`src/rtl/rv_pkg.sv`:
```
// Shared definitions for the multicycle control sequencer: major-opcode
// constants, state encoding and trap-cause codes.
package rv_pkg;

    localparam logic [4:0] OPC_LOAD     = 5'b00000;
    localparam logic [4:0] OPC_LOAD_FP  = 5'b00001;
    localparam logic [4:0] OPC_CUSTOM_0 = 5'b00010;
    localparam logic [4:0] OPC_MISC_MEM = 5'b00011;
    localparam logic [4:0] OPC_OP_IMM   = 5'b00100;
    localparam logic [4:0] OPC_STORE    = 5'b01000;
    localparam logic [4:0] OPC_OP       = 5'b01100;

    typedef enum logic [2:0] {
        S_RST    = 3'd0,
        S_FETCH  = 3'd1,
        S_DECODE = 3'd2,
        S_EXEC   = 3'd3,
        S_MEM    = 3'd4,
        S_WB     = 3'd5,
        S_TRAP   = 3'd6,
        S_COP    = 3'd7
    } state_t;

    typedef enum logic [1:0] {
        CAUSE_NONE    = 2'b00,
        CAUSE_ILLEGAL = 2'b01,
        CAUSE_TIMEOUT = 2'b10
    } cause_t;

    // Instruction classes whose ALU operand B comes from the immediate.
    function automatic logic opc_uses_imm(input logic [4:0] opc);
        return (opc == OPC_LOAD) || (opc == OPC_STORE) || (opc == OPC_OP_IMM);
    endfunction

endpackage

```
`src/rtl/rv_wait_timer.sv`:
```
// Bus wait counter: counts cycles spent waiting for an acknowledge and flags
// a timeout when the MEM_TIMEOUT-th waiting cycle passes without one.
// An ack in that same cycle wins over the timeout.
module rv_wait_timer #(
    parameter int MEM_TIMEOUT = 15
) (
    input  logic clk,
    input  logic rst_n,
    input  logic active,
    input  logic ack,
    output logic expired
);

    localparam logic [7:0] LAST = 8'(MEM_TIMEOUT - 1);

    logic [7:0] count;

    // Count idle waiting cycles; any non-waiting cycle or ack restarts from zero.
    always_ff @(posedge clk or negedge rst_n) begin
        if (!rst_n) begin
            count <= 8'd0;
        end else if (!active || ack) begin
            count <= 8'd0;
        end else begin
            count <= count + 8'd1;
        end
    end

    assign expired = active && !ack && (count == LAST);

endmodule

```
`src/rtl/rv_ctrl_fsm.sv`:
```
// Multicycle control sequencer: fetch, decode by major opcode, sequence data
// memory / ALU-source / register-file write controls, sticky trap on illegal
// opcode or bus timeout.
// Optional macro RV_CUSTOM0_EN: routes CUSTOM_0 to a coprocessor handshake
// state (cop_req/cop_ack); without it CUSTOM_0 is an illegal opcode.
// The store retire pulse is qualified by dmem_ack so a store retires in its
// ack cycle; every other output depends only on registered state and ir.
module rv_ctrl_fsm
    import rv_pkg::*;
#(
    parameter int MEM_TIMEOUT = 15,
    parameter int CNT_W       = 32
) (
    input  logic             clk,
    input  logic             rst_n,
    output logic             imem_req,
    input  logic             imem_ack,
    input  logic [31:0]      imem_rdata,
    output logic [31:0]      ir,
    output logic             dmem_req,
    output logic             dmem_we,
    input  logic             dmem_ack,
    output logic             alu_b_imm,
    output logic             imm_s,
    output logic             rf_we,
    output logic             rf_wsel,
    output logic             pc_inc,
    output logic [CNT_W-1:0] instret,
    output logic             trap,
    output logic [1:0]       trap_cause,
    output logic [2:0]       state_dbg
`ifdef RV_CUSTOM0_EN
    ,
    output logic             cop_req,
    input  logic             cop_ack
`endif
);

    state_t     state;
    state_t     next_state;
    cause_t     next_cause;
    logic [4:0] opc;
    logic       wait_active;
    logic       wait_ack;
    logic       timeout;

    assign opc         = ir[6:2];
    assign state_dbg   = state;
    assign wait_active = (state == S_FETCH) || (state == S_MEM) || (state == S_COP);

    // Select the acknowledge that belongs to the current waiting state; acks
    // arriving in any other state are ignored.
    always_comb begin
        wait_ack = 1'b0;
        case (state)
            S_FETCH: wait_ack = imem_ack;
            S_MEM:   wait_ack = dmem_ack;
`ifdef RV_CUSTOM0_EN
            S_COP:   wait_ack = cop_ack;
`endif
            default: wait_ack = 1'b0;
        endcase
    end

    rv_wait_timer #(
        .MEM_TIMEOUT(MEM_TIMEOUT)
    ) u_wait_timer (
        .clk    (clk),
        .rst_n  (rst_n),
        .active (wait_active),
        .ack    (wait_ack),
        .expired(timeout)
    );

    // State register.
    always_ff @(posedge clk or negedge rst_n) begin
        if (!rst_n) begin
            state <= S_RST;
        end else begin
            state <= next_state;
        end
    end

    // Next-state logic, including the cause recorded when entering the trap.
    always_comb begin
        next_state = state;
        next_cause = CAUSE_NONE;
        case (state)
            S_RST: next_state = S_FETCH;
            S_FETCH: begin
                if (imem_ack) begin
                    next_state = S_DECODE;
                end else if (timeout) begin
                    next_state = S_TRAP;
                    next_cause = CAUSE_TIMEOUT;
                end
            end
            S_DECODE: begin
                if (ir[1:0] != 2'b11) begin
                    next_state = S_TRAP;
                    next_cause = CAUSE_ILLEGAL;
                end else begin
                    case (opc)
                        OPC_LOAD, OPC_STORE, OPC_OP_IMM, OPC_OP: next_state = S_EXEC;
                        OPC_MISC_MEM: next_state = S_FETCH;
`ifdef RV_CUSTOM0_EN
                        OPC_CUSTOM_0: next_state = S_COP;
`else
                        OPC_CUSTOM_0: begin
                            next_state = S_TRAP;
                            next_cause = CAUSE_ILLEGAL;
                        end
`endif
                        OPC_LOAD_FP: begin
                            next_state = S_TRAP;
                            next_cause = CAUSE_ILLEGAL;
                        end
                        default: begin
                            next_state = S_TRAP;
                            next_cause = CAUSE_ILLEGAL;
                        end
                    endcase
                end
            end
            S_EXEC: begin
                if ((opc == OPC_LOAD) || (opc == OPC_STORE)) begin
                    next_state = S_MEM;
                end else begin
                    next_state = S_WB;
                end
            end
            S_MEM: begin
                if (dmem_ack) begin
                    next_state = (opc == OPC_STORE) ? S_FETCH : S_WB;
                end else if (timeout) begin
                    next_state = S_TRAP;
                    next_cause = CAUSE_TIMEOUT;
                end
            end
            S_WB:   next_state = S_FETCH;
            S_TRAP: next_state = S_TRAP;
            S_COP: begin
`ifdef RV_CUSTOM0_EN
                if (cop_ack) begin
                    next_state = S_WB;
                end else if (timeout) begin
                    next_state = S_TRAP;
                    next_cause = CAUSE_TIMEOUT;
                end
`else
                next_state = S_TRAP;
                next_cause = CAUSE_ILLEGAL;
`endif
            end
            default: next_state = S_RST;
        endcase
    end

    // Instruction register, retired count and sticky trap bookkeeping.
    always_ff @(posedge clk or negedge rst_n) begin
        if (!rst_n) begin
            ir         <= 32'd0;
            instret    <= '0;
            trap       <= 1'b0;
            trap_cause <= CAUSE_NONE;
        end else begin
            if ((state == S_FETCH) && imem_ack) begin
                ir <= imem_rdata;
            end
            if (pc_inc) begin
                instret <= instret + CNT_W'(1);
            end
            if ((next_state == S_TRAP) && (state != S_TRAP)) begin
                trap       <= 1'b1;
                trap_cause <= next_cause;
            end
        end
    end

    // Control outputs decoded from the current state and latched instruction.
    always_comb begin
        imem_req  = 1'b0;
        dmem_req  = 1'b0;
        dmem_we   = 1'b0;
        alu_b_imm = 1'b0;
        imm_s     = 1'b0;
        rf_we     = 1'b0;
        rf_wsel   = 1'b0;
        pc_inc    = 1'b0;
`ifdef RV_CUSTOM0_EN
        cop_req   = 1'b0;
`endif
        case (state)
            S_FETCH: imem_req = 1'b1;
            S_DECODE: begin
                pc_inc = (ir[1:0] == 2'b11) && (opc == OPC_MISC_MEM);
            end
            S_EXEC: begin
                alu_b_imm = opc_uses_imm(opc);
                imm_s     = (opc == OPC_STORE);
            end
            S_MEM: begin
                dmem_req  = 1'b1;
                dmem_we   = (opc == OPC_STORE);
                alu_b_imm = opc_uses_imm(opc);
                imm_s     = (opc == OPC_STORE);
                pc_inc    = (opc == OPC_STORE) && dmem_ack;
            end
            S_WB: begin
                rf_we   = (ir[11:7] != 5'd0);
                rf_wsel = (opc == OPC_LOAD);
                pc_inc  = 1'b1;
            end
`ifdef RV_CUSTOM0_EN
            S_COP: cop_req = 1'b1;
`endif
            default: begin
            end
        endcase
    end

endmodule

```
`config.mk`:
```
export PLATFORM = sky130hd
export DESIGN_NAME = rv_ctrl_fsm
export DESIGN_NICKNAME = d
export VERILOG_FILES = /design/src/rtl/rv_pkg.sv /design/src/rtl/rv_wait_timer.sv /design/src/rtl/rv_ctrl_fsm.sv
export SDC_FILE = /design/constraint.sdc
export NUM_CORES = 1
export LEC_CHECK = 0
export BUFFER_PORTS_ARGS = -buffer_cell sky130_fd_sc_hd__buf_2
export CAP_MARGIN = 30
export CORE_ASPECT_RATIO = 1.4
export CORE_MARGIN = 2
export CORE_UTILIZATION = 46
export DETAILED_ROUTE_END_ITERATION = 10
export PLACE_DENSITY = 0.76
export SETUP_SLACK_MARGIN = 0.02
export SYNTH_ARGS = -nofsm -noshare
export SYNTH_HDL_FRONTEND = slang
export SYNTH_HIERARCHICAL = 1
export SYNTH_SLANG_ARGS = --single-unit
```
`constraint.sdc`:
```
create_clock -name clk -period 3.55 [get_ports clk]
set_input_delay 0.355 -clock clk [delete_from_list [all_inputs] [get_ports clk]]
set_output_delay 0.355 -clock clk [all_outputs]
set_load 0.01 [all_outputs]
```
==> results of run 1 <==
## flip-flops by register name (all words and copies together), names as in the netlist
name and count:
trap 1, ir 32, u_wait_timer/count 8, instret 32
trap_cause 2, state_dbg 3
## routing by layer
metal / vias up / global-route usage (%)
met5: - / 0
met4: 0 / 8.621
met3: 10 / 7.061
met2: 96 / 32.83
met1: 1353 / 23.05
li1: 1346 / -
## cell families after synthesis
kind of cell / Yosys count / synth area share (%)
adder cells (fa/ha/maj): 3 / 1.023
buffers and inverters: 19 / 2.830
XOR/XNOR: 35 / 8.353
AND/OR/NAND/NOR: 117 / 18.51
AO/OA/AOI/OAI: 28 / 5.967
multiplexers: 33 / 10.13
flip-flops: 78 / 53.19
## through the flow
stage,utilization (%),instance area [sq um],hold WS (ns),setup WS [ns]
2_1_floorplan,-,3670,0.05941,0.7153
3_3_place_gp,55.44,4297,0.4455,0.5925
3_5_place_dp,55.44,4297,0.4580,0.4543
4_1_cts,58.02,4497,0.1920,0.4270
5_1_grt,58.51,4534,0.1972,0.08931
6_report,58.51,4534,0.2412,0.4010
## cell type report
type / instances / area (sq um) / share of cell area (%)
inverter: 8 / 30.03 / 0.6623
clock buffer: 12 / 155.1 / 3.422
tap: 100 / 125.1 / 2.759
sequential: 78 / 1952 / 43.05
multi-input combinational: 216 / 1614 / 35.60
timing repair buffer: 116 / 613.1 / 13.52
clock inverter: 4 / 45.04 / 0.9934
## worst max-delay path, stage by stage, from the launching register on
cell	delay [ns]
dfrtp_1	0.66
inv_1	0.21
nand2_1	0.19
nor2_1	0.10
a21o_1	0.21
nor2b_1	0.16
nand4_1	0.11
nor4b_1	0.55
o21ai_1	0.14
a32o_1	0.26
nor4_2	0.32
o21ai_0	0.11
## power by group through the flow
stage               clock, W  combinational (W)  sequential, W
detailed placement         0          0.0000383       0.000905
CTS                 0.000691          0.0000384       0.000888
finish              0.000662          0.0000415       0.000888
floorplan                  0        0.000000701       0.000906
global placement           0          0.0000370       0.000905
global route        0.000736          0.0000480       0.000888
## layout by cell type, fill, tap and decap left out, types with 2 or more instances in the layout
master    netlist  layout
and2_1          2       2
a211oi_1        3       3
inv_1           8       8
mux2_2         33      33
and4_1          3       3
nor2_1         16      16
nor2_2          2       2
nor3_1          6       6
nor2b_1         4       4
nand2_1        17      17
nor4_1          2       2
buf_2           5     112
o21ai_0         9       9
nand3_1        20      20
or3_1           3       3
xnor2_1        30      30
o211ai_1        2       2
nand2b_1        2       2
buf_4           3       2
a21o_1          2       2
nand4_1        14      14
ha_1            3       3
clkbuf_8        0      11
a21oi_1         4       4
dfrtp_1        78      78
clkinv_2        0       3
nand3b_1        3       3
and3_1         10      10
xor2_1          5       5
## path summary, 6_finish.rpt
path                                          from                         to  slack [ns]  depth (start not counted)
setup / recovery            state_dbg[1]$_DFF_PN0_  trap_cause[0]$_DFFE_PN0P_        0.40                         11
hold reg to reg            instret[31]$_DFFE_PN0P_    instret[31]$_DFFE_PN0P_        0.47                          1
hold / removal                      imem_rdata[12]         ir[12]$_DFFE_PN0P_        0.24                          2
setup reg to reg            state_dbg[1]$_DFF_PN0_  trap_cause[0]$_DFFE_PN0P_        0.40                         11
max in group asynchronous                    rst_n  trap_cause[1]$_DFFE_PN0P_        2.64                          3
min in group asynchronous                    rst_n         ir[11]$_DFFE_PN0P_        0.36                          2
## timing repair
item                                    4_1_cts  5_1_grt
hold endpoints to repair                      0        5
hold buffers                                  0        1
endpoints found under the setup margin        0        0
==> metrics, run 1 <==
Period minus WS final 3.149 ns; die boundary width 79.49 um; Post-synth EDFFs 0; setup bufs post-CTS 0; net count after synthesis 352; DRC 0; first-pass GRT wire length 13.23 mm; Starting DRT DRC Count 115; Placer Congestion 0.8544; run status finished clean; Post-CTS Resized 0; final net count 468; Die ar. 0.008718 sq mm; ys async rst share 100.0%; switching power 0.0003256 W; count of cell types in the netlist 50; Max Freq 317.6 MHz; Final Power 0.001591 W; Post-synth top cells dfrtp_1, mux2_2, xnor2_1; detailed placement HPWL 5.687 mm; synth top area cells dfrtp_1, mux2_2, xnor2_1; Final setup viols 0; initial core utilization 47.35%; Metal-1 WL 3.157 mm; clock power share 41.6%; Port Buffers 113; Critical Path Sink Type register; RSZ-0062 raised after global routing false; largest net degree at the start of global routing 79; Global Route Usage Sum 19.79%; Worst-path clk slew 0.07 ns; Final Non-Filler Cells 534; Placed Cells 516; ys flop type dfrtp_1; Synth top area share 53.19%; Worst Skew 0.008054 ns; num ports 114; DR vias/cell 5.253; DR top layer met4; chip height 109.7 um; Fill cells 663; Tcrit/Tclk final 88.70%; Gate power share 2.6%; Slew Limit Headroom 42.04%; flops & latches, synth 78; Post-Syn Area per Cell 11.72 sq um; Leakage 2.305 nW; worst-path fanout max 13; Switching Share 20.46%; Ant. Diodes 0; core area 0.007750 sq mm; CTS Buffer Depth 2; internal power 0.001266 W; synth warn 6; Worst Setup Path Type register to register; metal3 WL 499 um; fin. max-slew vios 0; max-cap violation count 0; TritonCTS buffer count 9; critical path launch point type register; final setup TNS 0 ns; initial antenna violation count 0; worst slew pin tran 0.8694 ns; root buf cell clkbuf_8; antenna-violating nets left 0; WL met2 4.015 mm; Post-Route WL 7.807 mm; TritonCTS Sinks 78; largest area contributor in the netlist dfrtp_1; count leader, synth dfrtp_1; DR pass1 iterations 4; share of power burned in registers 55.8%; Clk Latency, worst-skew pair 0.34 ns; Congestion Overflow GR 0; Fin. Hold Viols 0; Worst Path Required 3.77 ns; share of layout cells above drive strength 1 39.63%; via count 2805; VDD IR max 0.2474 mV; CTS tree built; Area growth syn-to-layout 23.56%; vias in the first global route 2851; post-synthesis cell count 313; Seq/Total Area, Yosys 53.19%; CP arrival 3.37 ns; synthesized area 0.003670 sq mm; row cnt 38; worst min path class input pin to register; drt wl/cell 14.62 um; H-tree depth 3; pwr dens 351.0 mW/mm^2
Note: power is estimated with default switching activity, not from simulation.
==> inputs of run 2 (changes only) <==
--- a/config.mk
+++ b/config.mk
@@ -15,5 +15,4 @@
 export SETUP_SLACK_MARGIN = 0.02
 export SYNTH_ARGS = -nofsm -noshare
 export SYNTH_HDL_FRONTEND = slang
-export SYNTH_HIERARCHICAL = 1
 export SYNTH_SLANG_ARGS = --single-unit
==> constraint.sdc (replaced) <==
create_clock -name clk -period 3.5 [get_ports clk]
set_input_delay 0.35 -clock clk [delete_from_list [all_inputs] [get_ports clk]]
set_output_delay 0.35 -clock clk [all_outputs]
set_load 0.01 [all_outputs]
==> run 2 against run 1 <==
Via count decreased by 5.5%; largest power group unchanged; critical path depth decreased by 7; register-to-register slack improved by 0.83 ns; clock skew about the same; sequential share of layout area increased by 0.86 points; clock power increased by 24%; highest routed layer unchanged; worst setup slack improved by 0.71 ns.
==> metrics, run 2 <==
count of cell types in the netlist 41; post-synthesis cell count 291; Clk Latency, worst-skew pair 0.34 ns; CTS tree built; DR pass1 iterations 4; TritonCTS buffer count 9; worst hold path depth 2; crit-path max cell delay 0.59 ns; Tcrit/Tclk final 68.18%; Port Buffers 113; Slew Limit Headroom 59.43%; via count 2651; Worst Path Required 3.15 ns; root buf cell clkbuf_8; count leader, synth dfrtp_1; vias in the first global route 2653; Slowest cell on crit path or4_4; ys flop type dfrtp_1; pwr dens 720.6 mW/mm^2; Worst Setup Path Type register to output pin; Post-CTS Hold Buffers 0; core area 0.007407 sq mm; num ports 114; H-tree depth 3; Fin. Hold Viols 0; TritonCTS Sinks 78; Worst Skew 0.007620 ns; Leakage 2.143 nW; Global Route Usage Sum 18.80%; Critical Path Sink Type output pin; drt wl/cell 14.66 um; run status finished clean; Post-Syn Area per Cell 12.10 sq um; fin. max-slew vios 0; detailed placement HPWL 5.318 mm; synth top area cells dfrtp_1, mux2_2, xnor2_1; final setup TNS 0 ns; Final setup viols 0; chip height 107.5 um; Final Core Density 60.02%; Synth top area share 55.44%; die boundary width 77.94 um; Seq/Total Area, Yosys 55.44%; DRC 0; initial antenna violation count 0; Period minus WS final 2.386 ns; Starting DRT DRC Count 75; VDD IR max 0.3036 mV; Area growth syn-to-layout 26.26%; critical path launch point type register; worst min path class input pin to register; antenna-violating nets left 0; share of layout cells above drive strength 1 41.55%; DR vias/cell 5.188; largest registers instret (32), ir (32), u_wait_timer.count (8); max-cap violation count 0; first-pass GRT wire length 12.57 mm; Worst-path clk slew 0.08 ns; CP arrival 2.04 ns; Congestion Overflow GR 0; Post-CTS Resized 0; Post-synth EDFFs 0; synth warn 0; setup bufs post-CTS 0; commonest cells after routing, fill and taps aside buf_2, dfrtp_1, mux2_2, xnor2_1, nor2_1; Critical Path, Cell by Cell nand4bb_4 > or4_4 > nand2_1 > buf_2; RSZ-0062 raised after global routing false; leading cell type in the layout, fill and taps excluded buf_2; net count after synthesis 330; Ant. Diodes 0; final net count 448; flops & latches, synth 78; Max Freq 419.1 MHz; Post-synth top cells dfrtp_1, mux2_2, xnor2_1; Placer Congestion 0.9067; Hold Crit Start imem_rdata[31]; Die ar. 0.008380 sq mm; worst-path fanout max 7; ys async rst share 100.0%; worst slew pin tran 0.6052 ns; CTS Buffer Depth 2; largest area contributor in the netlist dfrtp_1; R2R Path Start state_dbg[0]$_DFF_PN0_; Worst Setup SP ir[5]$_DFFE_PN0P_; reg2reg path depth 4; row cnt 37; synthesized area 0.003521 sq mm; largest net degree at the start of global routing 79; initial core utilization 47.53%; Post-Route WL 7.492 mm
run 2: path summary, 6_finish.rpt:
path	endpoint	slack (ns)
min	ir[31]$_DFFE_PN0P_	0.24
max in group asynchronous	ir[16]$_DFFE_PN0P_	2.51
max reg2reg	ir[16]$_DFFE_PN0P_	1.23
min reg2reg	trap$_DFFE_PN0P_	0.47
max	pc_inc	1.11
min in group asynchronous	u_wait_timer.count[7]$_DFF_PN0_	0.42
run 2: logic make-up after synthesis:
kind of cell | Yosys count | share of synthesized area, %
XOR/XNOR | 36 | 8.955
buffers and inverters | 17 | 2.594
flip-flops | 78 | 55.44
adder cells (fa/ha/maj) | 3 | 1.066
multiplexers | 33 | 10.55
AND/OR/NAND/NOR | 101 | 16.52
AO/OA/AOI/OAI | 23 | 4.868
run 2: report_power, final:
part / switching [W] / total [W] / internal (W) / leakage, nW
logic: 0.000502 / 0.00100 / 0.000500 / 1.02
registers: 0.000242 / 0.00138 / 0.00114 / 1.00
clock network: 0.000323 / 0.000818 / 0.000495 / 0.120
total: 0.00107 / 0.00320 / 0.00214 / 2.14
run 2: cell type report:
cell class	count	area, sq um
Multi-Input combinational cell	196	1478
Clock buffer	11	141.4
Sequential cell	78	1952
Clock inverter	5	106.4
Fill cell	632	2962
Timing Repair Buffer	117	620.6
Tap cell	97	121.4
Inverter	7	26.28
run 2: worst max-delay path, delay by kind of cell, from the launching register on:
family	cells	cell delay, ns
simple gates	3	1.06
buf+inv	1	0.17
flops	1	0.46
run 2: per-layer routing:
metal  routed length, um  vias up  GRT usage, %
met5                   0        -             0
met4                  71        0         5.263
met3                 544        6         6.040
met2                3701       84         30.91
met1                3174     1298         23.91
li1                    -     1263             -
run 2: metrics by stage:
step | area, sq um | setup slack [ns] | instances | total power, W | hold slack, ns
6_report | 4446 | 1.114 | 511 | 0.003204 | 0.2373
5_1_grt | 4446 | 0.9622 | 511 | 0.003408 | 0.2198
4_1_cts | 4408 | 1.087 | 509 | 0.003237 | 0.1961
3_5_place_dp | 4160 | 1.210 | 493 | 0.002410 | 0.4607
3_3_place_gp | 4160 | 1.323 | 493 | 0.002372 | 0.4472
2_1_floorplan | 3521 | 1.523 | 291 | 0.001992 | 0.05441
==> inputs of run 3 (changes only) <==
--- a/config.mk
+++ b/config.mk
@@ -11,7 +11,7 @@
 export CORE_MARGIN = 2
 export CORE_UTILIZATION = 46
 export DETAILED_ROUTE_END_ITERATION = 10
-export PLACE_DENSITY = 0.76
+export PLACE_DENSITY = 0.79
 export SETUP_SLACK_MARGIN = 0.02
 export SYNTH_ARGS = -nofsm -noshare
 export SYNTH_HDL_FRONTEND = slang
==> constraint.sdc (replaced) <==
create_clock -name clk -period 2 [get_ports clk]
set_input_delay 0.2 -clock clk [delete_from_list [all_inputs] [get_ports clk]]
set_output_delay 0.2 -clock clk [all_outputs]
set_load 0.01 [all_outputs]
==> run 3 against run 2 <==
The flow now finishes with violations (negative setup slack); global-route usage grew 0.91 points; sequential cell count stayed put; final area is 6.3% higher; combinational power increased by 120%; first-iteration DRC count increased by 97%; critical path depth up 2; clock skew up 0.0032 ns; largest power group unchanged; critical endpoint is now instret[6]$_DFFE_PN0P_.
==> metrics, run 3 (same netlist as run 2, synthesis figures left out) <==
core area 0.007407 sq mm; initial core utilization 47.53%; Congestion Overflow GR 0; worst min path class input pin to register; share of layout cells above drive strength 1 48.04%; antenna-violating nets left 0; largest net degree at the start of global routing 38; post-route cell area 0.004726 sq mm; Slew Limit Headroom 68.61%; max-cap violation count 0; TritonCTS Sinks 78; Global Route Usage Sum 19.71%; VDD IR max 0.7083 mV; Hold Crit Start imem_rdata[28]; flop-to-flop setup slack -0.004 ns; final net count 467; Gate power share 37.7%; CTS Buffer Depth 2; die boundary width 77.94 um; Switching Share 34.39%; Critical Path Sink Type register; RR Endpoint instret[6]$_DFFE_PN0P_; drt wl/cell 15.63 um; initial antenna violation count 0; clock power share 23.0%; DR pass1 iterations 4; leading cell type in the layout, fill and taps excluded buf_2; commonest cells after routing, fill and taps aside buf_2, dfrtp_1, mux2_2, xnor2_1, buf_4; Final Core Density 63.80%; critical path launch point type register; TritonCTS buffer count 9; switching power 0.002010 W; Worst Path Required 2.27 ns; pwr dens 1237 mW/mm^2; Final Non-Filler Cells 531; Worst-path clk slew 0.09 ns; crit-path max cell delay 0.60 ns; RSZ-0062 raised after global routing true; largest registers instret (32), ir (32), u_wait_timer.count (8); R2R Path Start ir[4]$_DFFE_PN0P_; Slowest cell on crit path or4_4; H-tree depth 3; Die ar. 0.008380 sq mm; register area 0.001953 sq mm; Post-Route WL 8.297 mm; Tcrit/Tclk final 100.2%; first-pass GRT wire length 13.02 mm; DRC 0; Placed Area 0.004318 sq mm; Fin. Hold Viols 0; reg2reg path depth 6; Placed Cells 509; Leakage 2.263 nW; chip height 107.5 um; Period minus WS final 2.004 ns; Max Freq 498.9 MHz; row cnt 37; worst slew pin tran 0.4708 ns; vias in the first global route 2753; Final setup viols 1; Fill cells 591; Area growth syn-to-layout 34.22%; run status finished, violations left; share of power burned in registers 39.3%; Clk Latency, worst-skew pair 0.34 ns; Starting DRT DRC Count 148; Placer Congestion 0.8652; CTS tree built; num ports 114; CP arrival 2.27 ns; area of the multi-input gates 0.001584 sq mm; final setup TNS -0.004485 ns; Critical Path, Cell by Cell nand4bb_4 > or4_4 > a21oi_4 > buf_12 > and3_4 > xor2_2; Worst Setup Path Type register to register; DR vias/cell 5.301; detailed placement HPWL 5.947 mm; failing checks negative setup slack; Port Buffers 113; Worst Slack Setup Final -0.004485 ns; worst hold path depth 2; Worst Skew 0.01086 ns; via count 2815; worst-path fanout max 7; root buf cell clkbuf_8; internal power 0.003834 W; fin. max-slew vios 0; worst hold path endpoint ir[28]$_DFFE_PN0P_
-- run 3: worst max-delay path by stage --
stage                      startpoint                 endpoint  cells past startpoint
3_5_place_dp        ir[5]$_DFFE_PN0P_   instret[6]$_DFFE_PN0P_                      6
2_1_floorplan       ir[5]$_DFFE_PN0P_  instret[23]$_DFFE_PN0P_                      6
4_1_cts        state_dbg[0]$_DFF_PN0_                   pc_inc                      4
3_3_place_gp        ir[5]$_DFFE_PN0P_   instret[6]$_DFFE_PN0P_                      6
5_1_grt             ir[4]$_DFFE_PN0P_   instret[6]$_DFFE_PN0P_                      6
6_report            ir[4]$_DFFE_PN0P_   instret[6]$_DFFE_PN0P_                      6
-- run 3: layout make-up --
type                            instances  area share [%]
Timing Repair Buffer                  136           17.10
Sequential cell                        78           41.33
Multi-Input combinational cell        196           33.52
Antenna cell                            1         0.05295
Clock inverter                          6           1.959
Clock buffer                           10           2.912
Tap cell                               97           2.568
Inverter                                7          0.5560
-- run 3: layer usage --
metal  global-route usage (%)  vias to the layer above  part of all wire (%)
li1                         -                     1301                     -
met1                    25.29                     1385                    40
met2                    33.07                      116                    51
met3                    5.034                       13                   7.1
met4                    5.639                        0                   1.5
met5                        0                        -                     0
-- run 3: metrics by stage --
stage                     hold slack (ns)  total power, W  setup WS (ns)
after CTS                         0.05942        0.005798       0.007691
final                             0.07915        0.005843      -0.004485
after global routing              0.06169        0.006189       -0.07595
after detailed placement           0.1986        0.004382        0.02216
after floorplan                  -0.09559        0.003487        0.02286
after global placement             0.1946        0.004288         0.1238
-- run 3: critical path, delay by kind of cell (launching register included) --
family / cells / cell delay [ns]
compound gates: 1 / 0.25
flops: 1 / 0.38
xor+xnor: 1 / 0.13
buf+inv: 1 / 0.15
simple gates: 3 / 1.02
-- run 3: power groups by stage --
stage	logic (W)	clock network, W	registers [W]
after CTS	0.00213	0.00137	0.00230
final	0.00221	0.00134	0.00230
after global placement	0.00200	0	0.00229
after detailed placement	0.00206	0	0.00232
after floorplan	0.000953	0	0.00253
after global routing	0.00238	0.00145	0.00236
-- run 3: what timing repair did --
action | in CTS | in global routing
setup endpoints to repair | 2 | 30
resized for setup | 5 | 18
gates cloned | 0 | 1
pin swaps | 4 | 14
hold endpoints to repair | 34 | 0
hold buffers | 1 | 0
setup buffers | 2 | 2
